File: config.mk
export PLATFORM = sky130hd
export DESIGN_NAME = mem_access_unit
export DESIGN_NICKNAME = d
export VERILOG_FILES = /design/src/rtl/mem_access_unit_pkg.sv /design/src/rtl/load_formatter.sv /design/src/rtl/mem_access_unit.sv
export SDC_FILE = /design/constraint.sdc
export NUM_CORES = 1
export LEC_CHECK = 0
export CAP_MARGIN = 20
export CORE_AREA = 4 4 181 183
export CTS_CLUSTER_SIZE = 24
export DETAILED_ROUTE_END_ITERATION = 8
export DIE_AREA = 0 0 185 187
export PLACE_DENSITY_LB_ADDON = 0.08
export SETUP_SLACK_MARGIN = 0.02
export SLEW_MARGIN = 0
export SYNTH_ARGS = -nofsm -noshare
export SYNTH_HDL_FRONTEND = slang
export SYNTH_SLANG_ARGS = --single-unit
File: constraint.sdc
create_clock -name i_clk -period 5 [get_ports i_clk]
set_input_delay 1 -clock i_clk [delete_from_list [all_inputs] [get_ports i_clk]]
set_output_delay 1 -clock i_clk [all_outputs]
set_load 0.01 [all_outputs]
File: src/rtl/mem_access_unit_pkg.sv
// Shared constants for the MEM-stage load/store engine: width codes, access
// size codes, FSM state encodings and the alignment rule.
package mem_access_unit_pkg;

  localparam int XLEN_32b = 1;
  localparam int XLEN_64b = 2;

  localparam logic [1:0] F3_B = 2'b00;
  localparam logic [1:0] F3_H = 2'b01;
  localparam logic [1:0] F3_W = 2'b10;
  localparam logic [1:0] F3_D = 2'b11;

  localparam logic [1:0] ST_IDLE = 2'd0;
  localparam logic [1:0] ST_BUSY = 2'd1;
  localparam logic [1:0] ST_DONE = 2'd2;

  function automatic logic is_aligned(input logic [1:0] size, input logic [2:0] addr_lo);
    case (size)
      F3_B:    return 1'b1;
      F3_H:    return ~addr_lo[0];
      F3_W:    return addr_lo[1:0] == 2'b00;
      default: return addr_lo == 3'b000;
    endcase
  endfunction

endpackage

File: src/rtl/load_formatter.sv
// Combinational load data formatter: selects the addressed bytes of a full
// bus word and sign- or zero-extends them to DW bits.
module load_formatter
  import mem_access_unit_pkg::*;
#(
  parameter int DW = 64,
  localparam int OW = $clog2(DW / 8)
) (
  input  logic [DW-1:0] rdata,
  input  logic [OW-1:0] offset,
  input  logic [2:0]    f3,
  output logic [DW-1:0] result
);

  logic [DW-1:0] shifted;
  logic [DW-1:0] size_mask;
  logic          sign_bit;

  assign shifted = rdata >> {offset, 3'b000};

  generate
    for (genvar gi = 0; gi < DW; gi++) begin : g_mask
      assign size_mask[gi] = (gi < (8 << f3[1:0]));
    end
  endgenerate

  always_comb begin
    sign_bit = 1'b0;
    case (f3[1:0])
      F3_B:    sign_bit = shifted[7];
      F3_H:    sign_bit = shifted[15];
      F3_W:    sign_bit = shifted[31];
      default: sign_bit = 1'b0;
    endcase
  end

  // Upper bits come from the sign bit unless f3[2] requests zero extension.
  assign result = (shifted & size_mask) | ({DW{sign_bit & ~f3[2]}} & ~size_mask);

endmodule

File: src/rtl/mem_access_unit.sv
// MEM-stage load/store engine: one req/ack bus transaction per access, stalls
// the pipeline while busy, formats load data and reports misaligned/faulting accesses.
module mem_access_unit
  import mem_access_unit_pkg::*;
#(
  parameter int XLEN = XLEN_64b,
  localparam int DW = 1 << (XLEN + 4),
  localparam int NB = DW / 8
) (
  input  logic          i_clk,
  input  logic          i_rst,
  input  logic          i_valid_m,
  input  logic          i_flush_m,
  input  logic          i_mem_rd_m,
  input  logic          i_mem_wr_m,
  input  logic [2:0]    i_f3_m,
  input  logic [DW-1:0] i_addr_m,
  input  logic [DW-1:0] i_wdata_m,
  output logic          o_stall,
  output logic          o_bus_req,
  output logic          o_bus_we,
  output logic [DW-1:0] o_bus_addr,
  output logic [NB-1:0] o_bus_be,
  output logic [DW-1:0] o_bus_wdata,
  input  logic          i_bus_ack,
  input  logic [DW-1:0] i_bus_rdata,
  input  logic          i_bus_err,
  output logic [DW-1:0] o_mem_out_m,
  output logic          o_misaligned,
  output logic          o_access_fault,
  output logic [DW-1:0] o_fault_addr
);

  localparam int OW = $clog2(NB);

  logic [1:0]    state_reg, state_next;
  logic [DW-1:0] addr_reg;
  logic [DW-1:0] wdata_reg;
  logic [NB-1:0] be_reg;
  logic [2:0]    f3_reg;
  logic          we_reg;
  logic          err_reg;
  logic          flushed_reg;
  logic [DW-1:0] mem_out_reg;

  logic [1:0]    size;
  logic          illegal;
  logic          aligned;
  logic          req_ok;
  logic          start;
  logic          misaligned;
  logic          illegal_fault;
  logic          busy;
  logic          done_fault;
  logic          suppress;
  logic [NB-1:0] size_be;
  logic [NB-1:0] be_next;
  logic [OW-1:0] lane_mask;
  logic [DW-1:0] wdata_next;
  logic [DW-1:0] load_result;

  assign size    = i_f3_m[1:0];
  assign illegal = (i_f3_m == 3'b111) || ((size == F3_D) && (DW == 32));
  assign aligned = is_aligned(size, i_addr_m[2:0]);
  assign busy    = (state_reg == ST_BUSY);

  assign req_ok        = ~i_rst & (state_reg == ST_IDLE) & i_valid_m & ~i_flush_m
                         & (i_mem_rd_m | i_mem_wr_m);
  assign start         = req_ok & ~illegal & aligned;
  assign misaligned    = req_ok & ~illegal & ~aligned;
  assign illegal_fault = req_ok & illegal;
  assign done_fault    = (state_reg == ST_DONE) & err_reg;

  // A flush seen at any point in BUSY (including the ack cycle) kills the result.
  assign suppress = flushed_reg | i_flush_m;

  generate
    for (genvar gi = 0; gi < NB; gi++) begin : g_be
      assign size_be[gi] = (gi < (1 << size));
    end
  endgenerate

  assign be_next = size_be << i_addr_m[OW-1:0];

  always_comb begin
    lane_mask = '0;
    case (size)
      F3_B:    lane_mask = '0;
      F3_H:    lane_mask = OW'(1);
      F3_W:    lane_mask = OW'(3);
      default: lane_mask = '1;
    endcase
  end

  // Store data is replicated so that every lane group carries the sized value.
  generate
    for (genvar gi = 0; gi < NB; gi++) begin : g_lane
      localparam logic [OW-1:0] LANE = OW'(gi);
      assign wdata_next[8*gi +: 8] = i_wdata_m[{(LANE & lane_mask), 3'b000} +: 8];
    end
  endgenerate

  load_formatter #(
    .DW (DW)
  ) u_load_formatter (
    .rdata  (i_bus_rdata),
    .offset (addr_reg[OW-1:0]),
    .f3     (f3_reg),
    .result (load_result)
  );

  always_comb begin
    state_next = state_reg;
    case (state_reg)
      ST_IDLE: if (start) state_next = ST_BUSY;
      ST_BUSY: if (i_bus_ack) state_next = ST_DONE;
      default: state_next = ST_IDLE;
    endcase
  end

  always_ff @(posedge i_clk) begin
    if (i_rst) begin
      state_reg   <= ST_IDLE;
      addr_reg    <= '0;
      wdata_reg   <= '0;
      be_reg      <= '0;
      f3_reg      <= '0;
      we_reg      <= 1'b0;
      err_reg     <= 1'b0;
      flushed_reg <= 1'b0;
      mem_out_reg <= '0;
    end else begin
      state_reg <= state_next;
      if (start) begin
        addr_reg    <= i_addr_m;
        wdata_reg   <= wdata_next;
        be_reg      <= be_next;
        f3_reg      <= i_f3_m;
        we_reg      <= i_mem_wr_m;
        err_reg     <= 1'b0;
        flushed_reg <= 1'b0;
      end
      if (busy) begin
        if (i_flush_m) flushed_reg <= 1'b1;
        if (i_bus_ack) begin
          err_reg <= i_bus_err & ~suppress;
          if (!suppress) begin
            if (i_bus_err) mem_out_reg <= '0;
            else if (!we_reg) mem_out_reg <= load_result;
          end
        end
      end
    end
  end

  assign o_stall        = start | busy;
  assign o_bus_req      = busy;
  assign o_bus_we       = we_reg;
  assign o_bus_addr     = {addr_reg[DW-1:OW], {OW{1'b0}}};
  assign o_bus_be       = be_reg;
  assign o_bus_wdata    = wdata_reg;
  assign o_mem_out_m    = mem_out_reg;
  assign o_misaligned   = misaligned;
  assign o_access_fault = illegal_fault | done_fault;
  assign o_fault_addr   = (misaligned | illegal_fault) ? i_addr_m :
                          done_fault                   ? addr_reg : '0;

endmodule
* After elaboration in Yosys (flattened, before gate mapping)
Index checks and enable logic that the tools add are counted.
** Storage, ports and cells
- Output and inout bits :: 269
- Flip-flop bits (word level) :: 208
** Cells by class
- Magnitude comparators :: 72
- Reductions and logical operators :: 7
- Shifts and indexed selects :: 11
- Equal/unequal tests :: 10
- Multiplexer cells :: 16
- Bitwise gates (word level) :: 27
** Operators with widths (count)
- $lt 7x32->1 const A :: 32
- $lt 6x32->1 const A :: 16
- $lt 4x32->1 const A :: 8
- $lt 5x32->1 const A :: 8
- $mux 64 :: 4
- $shiftx 64x7->8 :: 4
- $and 64x64->64 :: 2
- $lt 3x32->1 const A :: 4
- $shiftx 64x6->8 :: 2
- $lt 1x32->1 const A :: 2
- $lt 2x32->1 const A :: 2
- $not 64->64 :: 1
- $or 64x64->64 :: 1
- $shiftx 64x5->8 :: 1
- $shr 64x6->64 :: 1
- $shl 1x2->32 const A :: 1
- $shl 4x2->32 const A :: 1
- $and 1x1->1 :: 11
- $pmux 3 s3 :: 1
- $logic_not 2->1 :: 4
- $shl 8x3->8 :: 1
- $not 1->1 :: 7
- $eq 2x1->1 const B :: 3
- $eq 2x2->1 const B :: 3
- other kinds (10) :: 23

* Logic depth before layout (Yosys ltp)
Gate-level depths: netlist (run 1).
- Depth in word-level cells :: 10
- Mapped depth :: 10
- Mapped depth without buffers :: 5

* By module
A second synthesis (run 1) with hierarchy kept.
** Second synthesis, totals
- Cells, all modules :: 1418
- Area, all modules :: 12119.1 um2
** By module, submodules not included
- mem_access_unit :: times used 1, area each 9872.0 um2, cells an instance 1148
- load_formatter :: times used 1, area each 2247.2 um2, cells an instance 270

* Least setup slack after synthesis (run 1)
Ideal clock, no wire load.
- Path type :: input -> output
- Start :: input i_rst
- End :: output o_fault_addr[0]
- Slack :: 1.555 ns
- Arrival time :: 2.445 ns
- Buffers on the path :: 1
- Data required time :: 4.000 ns
- Cell stages on the path :: 5
- Cell sequence :: or4b_4 -> or3_4 -> a21oi_4 -> buf_6 -> a22o_1
** On the way
- Word-level cells in the longest chain between the ends :: 9
- Elaborated cells on any way between the ends :: 10
- Those cells by class :: mux (1); bitwise (9)
** RTL lines
- start: declaration :: RTL line mem_access_unit.sv:11 : input logic i_rst,
- $not 1->1 * :: RTL line mem_access_unit.sv:67 : assign req_ok = ~i_rst & (state_reg == ST_IDLE) & i_valid_m & ~i_flush_m
- $and 1x1->1 * (3 in a row) :: RTL line mem_access_unit.sv:67
- $and 1x1->1 * :: RTL line mem_access_unit.sv:68 : & (i_mem_rd_m | i_mem_wr_m);
- $and 1x1->1 (2 in a row) :: RTL line mem_access_unit.sv:70 : assign misaligned = req_ok & ~illegal & ~aligned;
- $or 1x1->1 * :: RTL line mem_access_unit.sv:165 : assign o_fault_addr = (misaligned | illegal_fault) ? i_addr_m :
- $mux 64 * :: RTL line mem_access_unit.sv:165
- end: declaration :: RTL line mem_access_unit.sv:31 : output logic [DW-1:0] o_fault_addr
Mark *: on every way between the ends. The rest lies on a longest branch, timed or not.

* Worst setup path after layout (run 1)
- Start :: input i_valid_m
- End :: output o_fault_addr[54]
** On the way
- Word-level cells in the longest chain between the ends :: 7
- Elaborated cells on any way between the ends :: 8
- Those cells by class :: mux (1); bitwise (7)
** RTL lines
- start: declaration :: RTL line mem_access_unit.sv:12 : input logic i_valid_m,
- $and 1x1->1 * (2 in a row) :: RTL line mem_access_unit.sv:67
- $and 1x1->1 * :: RTL line mem_access_unit.sv:68
- $and 1x1->1 (2 in a row) :: RTL line mem_access_unit.sv:70
- $or 1x1->1 * :: RTL line mem_access_unit.sv:165
- $mux 64 * :: RTL line mem_access_unit.sv:165
Marks and branches as above.

==> run_results.csv, run 1 <==
group,metric,value,unit
sta,maxClockFrequency,218,MHz
sta,drv_slew,0,
placement,numPortBuffers,468,
yosys,top_cells_by_area_in_the_synthesized_netlist,"dfxtp_1 (37%), nand2_1 (9.9%), a21oi_1 (6.5%)",
clock_network,holdBufCountCts,0,
yosys,yosysWarningCount,0,
critical_path,crit-reg2reg-capture,"o_mem_out_m[61]",
worst_hold_path,worst_hold_path_type,"register to register",
routing,route.vias.total,11300,
cells_and_area,layout.cells.most_common,"clkdlybuf4s50_1",
cells_and_area,post_route_cells_drive_above_1_share,9.98,%
sta,setup-violations-final,0,
yosys,largest_family_of_logic_cells_by_synthesized_area,"compound AO/OA/AOI/OAI gates",
yosys,xor_xnor_portion_of_the_synthesized_cell_area,0,%
routing,route.detailed.wl_per_inst,21.2,um
grt,overflow,0,
power,power_density,256,mW/mm^2
sta,timing_hold_violations_final,0,
critical_path,worst_ep_required_time,4.00,ns
sta,maxSlewHeadroom,32.3,%
clock_network,cts-buffers-inserted,25,
die,core_area,0.0312,mm^2
critical_path,library_cell_contributing_the_largest_single_delay_on_the_critical_path,"clkdlybuf4s50_1",
placement,gp_congestion,0.919,
yosys,synthesis.instances,1357,
grt,grt_pass1_vias,11300,
critical_path,cp.arrival,3.59,ns
die,chipWidth,185,um
critical_path,critPathMaxFanout,61,
clock_network,cts_htree_levels,1,
critical_path,worst_path_largest_cell_delay,0.54,ns
yosys,synth-compound-area-share,22.3,%
cells_and_area,flow.area_growth_from_synthesis,45.2,%
routing,initial_drc_count,805,
clock_network,post_cts.resized_instances,0,
grt,maximum_number_of_pins_on_one_net_before_global_route_repair,110,
yosys,synth_flop_cell,"dfxtp_1",
die,floorplan.initialDensity,36.5,%
grt,first_pass_grt_wire_length,67100,um
routing,drc,0,
critical_path,cp_common_cell,"clkdlybuf4s50_1",
grt,antenna_violations_before_repair,2,
yosys,post_synth_num_cell_types,53,
critical_path,wp_buf_inv,3,
yosys,avgSynthCellArea,8.40,um^2
clock_network,cts_tree,"done",
critical_path,critPathKind,"primary input to primary output",
yosys,synthDominantCellAreaShare,36.5,%
routing,ant_nets,0,
yosys,synthAdderAreaFrac,0,%
yosys,synth_largest_area_cell,"dfxtp_1",
yosys,synth_simple_gate_area_share,16.1,%
placement,place_hpwl,33300,um
sta,rsz0062_at_grt,"no",
clock_network,post-cts-setup-buffer-count,0,
power,cellLeakagePower,5.80,nW
sta,fin_crit_sh,91.9,%
routing,tritonroute_pass_1_iters,5,
critical_path,critical_path.cell_chain,"clkdlybuf4s50_1, or4b_4, or3_4, a21oi_4, buf_12, a22o_1, clkdlybuf4s50_1",
routing,vias_per_cell,5.33,
sta,final.setup.tns,0,ns
critical_path,reg2reg_depth,6,
clock_network,clk_pin_slew,0.06,ns
cells_and_area,most-common-layout-cells,"clkdlybuf4s50_1 (465), nand2_1 (300), dfxtp_1 (206), a21oi_1 (149), nor2_1 (113)",
critical_path,timing.reg2reg.setup_slack,1.91,ns
run,maxCapViolations,0,
routing,route.final.wire_length,44900,um
sta,final.min_clock_period,4.59,ns
sta,finClkSkew,0.0174,ns
clock_network,clock_sink_count,208,
critical_path,worstSetupEndpointType,"primary output",
clock_network,clock_tree.root_cell,"clkbuf_16",
yosys,post_synth_mux_area_share,14.8,%
yosys,syn-cell-area,0.0114,mm^2
die,die_height,187,um
die,pin_count,472,
critical_path,setup.worst_path.end,"o_fault_addr[54]",
critical_path,crit_path_start_kind,"primary input",
clock_network,ctsLongestPathBuffers,3,
sta,worst_tran_pin_value,1.02,ns
yosys,synth-seq-area-share,36.5,%
critical_path,worst_path_dominant_cell_family,"buffers and inverters",
critical_path,r2r_start,"addr_reg[2]",
yosys,ys_seq_elements,208,
die,floorplan.rows,65,
grt,global_route.usage.total,24.5,%
die,dieArea,0.0346,mm^2
critical_path,cp.depth,7,
outcome,outcome,"finished clean",
sta,timing.hold.ws,0.452,ns
cells_and_area,num-nets-final,1897,
yosys,post_synth_edffs,0,
yosys,synth_async_reset_ratio,0,%
clock_network,clock_latency,0.52,ns
power,ir_drop,0.208,mV
cells_and_area,filler_cell_count,2988,
critical_path,cp-startpoint,"i_valid_m",
[worst min path at each step]
stage | slack [ns] | cells after the start | from | to
5_1_grt | 0.47 | 2 | o_bus_wdata[54] | o_bus_wdata[54]
3_5_place_dp | 0.44 | 2 | o_mem_out_m[56] | o_mem_out_m[56]
3_3_place_gp | 0.44 | 2 | o_mem_out_m[47] | o_mem_out_m[47]
6_report | 0.45 | 2 | o_mem_out_m[44] | o_mem_out_m[44]
2_1_floorplan | 0.44 | 2 | err_reg | err_reg
4_1_cts | 0.45 | 2 | o_mem_out_m[12] | o_mem_out_m[12]
[area by class of cell]
class	count	area, um^2	share of cell area (%)
Antenna cell	1	2.50	0.0151
Clock buffer	30	664	4.01
Clock inverter	16	221	1.34
Inverter	5	18.8	0.113
Multi-Input combinational cell	965	6100	36.9
Sequential cell	208	4170	25.2
Tap cell	402	503	3.04
Timing Repair Buffer	489	4880	29.5
[stage by stage]
| stage | util, % | cell area [um^2] | setup slack [ns] | cells | power [mW] |
|---|---|---|---|---|---|
| 2_1_floorplan | - | 11400 | 1.56 | 1359 | 1.99 |
| 3_3_place_gp | 50.1 | 15700 | 0.428 | 2068 | 2.32 |
| 3_5_place_dp | 50.1 | 15700 | 0.377 | 2068 | 2.32 |
| 4_1_cts | 52.9 | 16500 | 0.366 | 2114 | 4.29 |
| 5_1_grt | 53.0 | 16600 | 0.317 | 2116 | 4.39 |
| 6_report | 53.0 | 16600 | 0.406 | 2116 | 4.24 |
[kinds of logic (layout without fill, tap and decap cells)]
kind of cell | Yosys count | in the layout
AO/OA/AOI/OAI | 380 | 380
buffers and inverters | 186 | 540
other | 1 | 4
multiplexers | 124 | 124
flip-flops | 208 | 208
AND/OR/NAND/NOR | 458 | 458
[report_power, final]
group          leakage [nW]  total (mW)  internal, mW  switching [mW]
Clock                 0.434        1.95          1.21           0.741
Combinational          3.69       0.584         0.302           0.282
Sequential             1.68        1.70          1.68          0.0201
Total                  5.80        4.24          3.19            1.04
[cells in the mapped netlist, types with 3 or more instances]
| cell | count |
|---|---|
| nand2b_1 | 6 |
| nor2_1 | 113 |
| nand3b_1 | 3 |
| a21o_1 | 3 |
| o22ai_1 | 3 |
| buf_6 | 20 |
| o211ai_1 | 9 |
| mux2_2 | 23 |
| buf_2 | 18 |
| nand3_1 | 8 |
| o21ai_2 | 30 |
| nand2_1 | 300 |
| dfxtp_1 | 208 |
| a21oi_1 | 149 |
| mux4_2 | 32 |
| buf_1 | 4 |
| clkbuf_1 | 63 |
| nor3_1 | 12 |
| mux2i_1 | 68 |
| inv_1 | 3 |
| a311oi_1 | 17 |
| a22o_1 | 65 |
| buf_4 | 74 |
| a211oi_1 | 25 |
| a22oi_1 | 17 |
| o21ai_0 | 48 |
[routing by layer]
layer / wire (um) / part of all wire, % / vias up / track usage (%)
met5: 13 / 0.029 / - / 0
met4: 1350 / 3.0 / 2 / 7.17
li1: - / - / 5400 / -
met2: 22000 / 49 / 435 / 41.6
met3: 3730 / 8.3 / 69 / 6.87
met1: 17800 / 40 / 5363 / 30.2
[worst register-to-register path, cell delays in order, from the launching register on]
cell and delay (ns):
dfxtp_1 0.50, buf_4 0.36, inv_1 0.75, nand2_1 0.51, nor2_1 0.58, a21oi_1 0.19
o21ai_2 0.13
(Power assumes the default switching activity.)
==> inputs of run 2 (changes only) <==
--- a/config.mk
+++ b/config.mk
@@ -16,3 +16,4 @@
 export SYNTH_ARGS = -nofsm -noshare
 export SYNTH_HDL_FRONTEND = slang
 export SYNTH_SLANG_ARGS = --single-unit
+export TNS_END_PERCENT = 5
==> results of run 2 <==
Final layout, timing and power as in run 1 (identical DEF).
==> inputs of run 3 (changes only) <==
--- a/config.mk
+++ b/config.mk
@@ -11,9 +11,8 @@
 export DETAILED_ROUTE_END_ITERATION = 8
 export DIE_AREA = 0 0 185 187
 export PLACE_DENSITY_LB_ADDON = 0.08
-export SETUP_SLACK_MARGIN = 0.02
-export SLEW_MARGIN = 0
+export SETUP_SLACK_MARGIN = 0.2
 export SYNTH_ARGS = -nofsm -noshare
 export SYNTH_HDL_FRONTEND = slang
 export SYNTH_SLANG_ARGS = --single-unit
-export TNS_END_PERCENT = 5
+export TNS_END_PERCENT = 30
==> results of run 3 <==
Final layout, timing and power as in run 1 (identical DEF).
